## src/rtl/nor_gate.sv

```systemverilog
// Bitwise two-input NOR with a zero-latency result, a registered copy and a
// saturating counter of enabled cycles whose result is all ones.
module nor_gate #(
    parameter int WIDTH = 1,
    parameter int CNT_W = 8
) (
    input  logic             clk_i,
    input  logic             rst_i,
    input  logic             en_i,
    input  logic             clr_i,
    input  logic [WIDTH-1:0] A_i,
    input  logic [WIDTH-1:0] B_i,
    output logic [WIDTH-1:0] F_o,
    output logic [WIDTH-1:0] F_r_o,
    output logic [CNT_W-1:0] hit_cnt_o,
    output logic             hit_sat_o
);

    localparam logic [CNT_W-1:0] CntMax = '1;

    logic [WIDTH-1:0] fReg_q;
    logic [WIDTH-1:0] fReg_d;
    logic [CNT_W-1:0] hitCnt_q;
    logic [CNT_W-1:0] hitCnt_d;
    logic             allOnes;

    assign F_o     = ~(A_i | B_i);
    assign allOnes = &F_o;

    // Clear beats increment; the counter sticks at its maximum instead of wrapping.
    always_comb begin
        fReg_d   = fReg_q;
        hitCnt_d = hitCnt_q;
        if (en_i) begin
            fReg_d = F_o;
        end
        if (clr_i) begin
            hitCnt_d = '0;
        end else if (en_i && allOnes && (hitCnt_q != CntMax)) begin
            hitCnt_d = hitCnt_q + CNT_W'(1);
        end
    end

    always_ff @(posedge clk_i) begin
        if (rst_i) begin
            fReg_q   <= '0;
            hitCnt_q <= '0;
        end else begin
            fReg_q   <= fReg_d;
            hitCnt_q <= hitCnt_d;
        end
    end

    assign F_r_o     = fReg_q;
    assign hit_cnt_o = hitCnt_q;
    assign hit_sat_o = (hitCnt_q == CntMax);

endmodule

```

## config.mk

```make
export PLATFORM = sky130hd
export DESIGN_NAME = nor_gate
export DESIGN_NICKNAME = d
export VERILOG_FILES = /design/src/rtl/nor_gate.sv
export SDC_FILE = /design/constraint.sdc
export NUM_CORES = 1
export LEC_CHECK = 0
export CORE_AREA = 5 5 42 44
export CTS_CLUSTER_DIAMETER = 50
export DETAILED_ROUTE_END_ITERATION = 10
export DIE_AREA = 0 0 47 49
export GPL_TIMING_DRIVEN = 1
export HOLD_SLACK_MARGIN = 0.1
export SLEW_MARGIN = 20
export SYNTH_ARGS = -nofsm -noshare
export SYNTH_HDL_FRONTEND = slang
export SYNTH_SLANG_ARGS = --single-unit
```

## constraint.sdc

```tcl
create_clock -name clk_i -period 2.02 [get_ports clk_i]
set_clock_uncertainty 0.05 [all_clocks]
set_input_delay 0.404 -clock clk_i [delete_from_list [all_inputs] [get_ports clk_i]]
set_output_delay 0.404 -clock clk_i [all_outputs]
set_load 0.02 [all_outputs]
```

==> metrics.md <==
| Metric | Value |
|---|---|
| Status | finished, final reports clean |
| Reg2Reg Launch Point | hit_cnt_o[0] |
| Worst-Margin Slew | around 460 ps |
| Syn Std Cell Area | 451.7 sq um |
| Hold depth | 2 |
| Global route total overflow | 0 |
| Cells after synthesis | 52 |
| EDFF count, synth | 0 |
| Initial antenna violation count | 0 |
| Vias in the first global route | 397 |
| CTS tree | built |
| Syn_nets | 59 |
| Final hold viol count | 0 |
| R2R cell count | 6 |
| First-pass GRT wire length | between 1.5 and 2 mm |
| Kind of critical path | flip-flop to output pin |
| Min Clock Period, post-route | 1895 ps |
| Worst IR drop on VDD | just over 400 uV |
| Via count | around 470 |
| WP data arrival | 1440 ps |
| Die X | about 47 microns |
| Total power | around 0.35 mW |
| R2r setup slk | approximately 310 ps |
| Vias per cell | about 5 |
| Gp weighted congestion | approximately 0.79 |
| Total wire length | ~1.1 mm |
| Critical Path RT | about 1600 ps |
| Clk sinks | 9 |
| DR WL/cell | 11.74 microns |
| Crit Path Max Fanout | 4 |
| Worst-path clk slew | 60 ps |
| DRC | 0 |
| Initial DRC Count | 16 |
| Worst setup EP type | output pin |
| Max Root-Sink Buffers | 2 |
| Worst hold slack | 420.5 ps |
| CTS buffer count | 3 |
| FFs w/ async S/R, synth | 0% |
| Yosys reg bits | 9 |
| Startpoint Class | flip-flop |
| N_diodes | 0 |
| Area grow syn2layout | 56.79% |
| Layout cells sized above 1 | 16.46% |
| Seq/Total Area, Yosys | approximately 40% |
| All-Layer GR Usage | 10.00% |
| Die height | 49 microns |
| Initial Util | between 30% and 40% |
| Most frequent cells in the layout | clkdlybuf4s50_1, dfxtp_1, nor2_1, buf_4, nand2_1 |
| Worst Hold Class | flip-flop to flip-flop |
| Leakage | between 0.2 and 0.3 nW |
| Critical Path Start | hit_cnt_o[0] |
| DRT antenna net count | 0 |
| Max Transition Viols Final | 0 |
| Pin count of the biggest net entering global routing | 9 |
| # rows | 14 |
| Final setup viols | 0 |
| Main synth FF type | dfxtp_1 |
| Maxcap violations | 0 |
| Clock root buffer | clkbuf_4 |
| Die area | between 2000 and 2500 sq um |
| Power Dens Cells | 496.8 nW/um^2 |
| Worst hold endpoint | F_r_o |
| First-pass detailed-route iteration total | 4 |
| Slew HR | 69.30% |
| Synth warn | 0 |
| Post-synthesis cell type count | 25 |
| Hold Buf Count CTS | 0 |
| # IOs | 17 |
| CORE AREA | 1401 sq um |
| Unrepaired setup endpoints after global routing | false |
| Commonest non-fill, non-tap cell in the layout | clkdlybuf4s50_1 |
| Final cycle utilization of the critical path | 93.82% |
| Min-delay src | F_r_o |
| Setup TNS | 0 ps |
| # nets final | 87 |
| Clk Latency, worst-skew pair | ~260 ps |
| H-tree depth | 1 |
| R2r endpoint | hit_cnt_o[1] |
| Max Freq | between 500 and 600 MHz |
| Avg Synthesized Cell Area | roughly 8.7 sq um |
| IO buf count | 16 |
[worst max path at each step]
| stage | slack (ps) | end |
|---|---|---|
| after CTS | 3 | F_o |
| after floorplan | 390 | hit_sat_o |
| after detailed placement | 9 | F_o |
| after global placement | 30 | F_o |
| final | 120 | hit_sat_o |
| after global routing | 50 | hit_sat_o |
[cell usage after synthesis (2+ instances only)]
cell type,count,area (sq um)
nor3_1,3,15.01
and4_1,2,17.52
dfxtp_1,9,180.2
nand4_1,2,12.51
a21oi_1,3,15.01
nor2_1,8,30.03
mux2i_1,3,30.03
nand2_1,5,18.77
[cells by family (layout without fill, tap and decap cells)]
kind of cell | count (synthesis) | count (layout) | share of synthesized area (%)
simple gates | 27 | 27 | 31.03
compound gates | 9 | 9 | 14.40
flops | 9 | 9 | 39.89
mux | 3 | 3 | 6.648
buf+inv | 2 | 29 | 3.323
fa+ha+maj | 1 | 1 | 2.770
xor+xnor | 1 | 1 | 1.939
[area by class of cell]
cell class / instances / area, sq um
flip-flops and latches: 9 / 180.2
fillers: 154 / 693.2
inverters: 1 / 3.754
well taps: 16 / 20.02
repair buffers: 24 / 221.5
clock buffers: 4 / 26.28
multi-input cells: 41 / 256.5
[report_power, final]
| group | total (mW) | internal [mW] | switching, mW | leakage (nW) |
|---|---|---|---|---|
| Combinational | 0.0342 | 0.0200 | 0.0142 | 0.197 |
| Clock | 0.138 | 0.0761 | 0.0619 | 0.0150 |
| Sequential | 0.180 | 0.179 | 0.000937 | 0.0726 |
[through the flow]
step | setup WS (ps) | area (sq um) | util, % | cells
after floorplan | 391.8 | 451.7 | - | 52
after global placement | 25.16 | 680.7 | 48.57 | 91
after detailed placement | 9.260 | 680.7 | 48.57 | 91
after CTS | 2.799 | 705.7 | 50.36 | 95
after global routing | 49.79 | 708.2 | 50.54 | 95
final | 124.9 | 708.2 | 50.54 | 95
[layer usage]
layer | up-vias | GRT usage [%] | routed length (microns)
met2 | 24 | 12.90 | 475
met1 | 199 | 15.16 | 522
met5 | - | 0 | 0
met3 | 0 | 2.583 | 116
met4 | 0 | 4.147 | 0
li1 | 248 | - | -
[state kept, by name (all words and copies together), names as in the netlist]
name,flops
F_r_o,1
hit_cnt_o,8
[timing repair]
item | CTS | global route
pin swaps | 0 | 0
resized for setup | 1 | 1
setup endpoints to repair | 1 | 1
buffers inserted | 0 | 0
[worst max-delay path, cell delays in order (launching register included)]
cell	delay (ps)
dfxtp_1	390
ha_1	230
nand2_1	90
nor2_1	120
dlygate4sd2_1	340
Power figures use the tool's default switching activity.
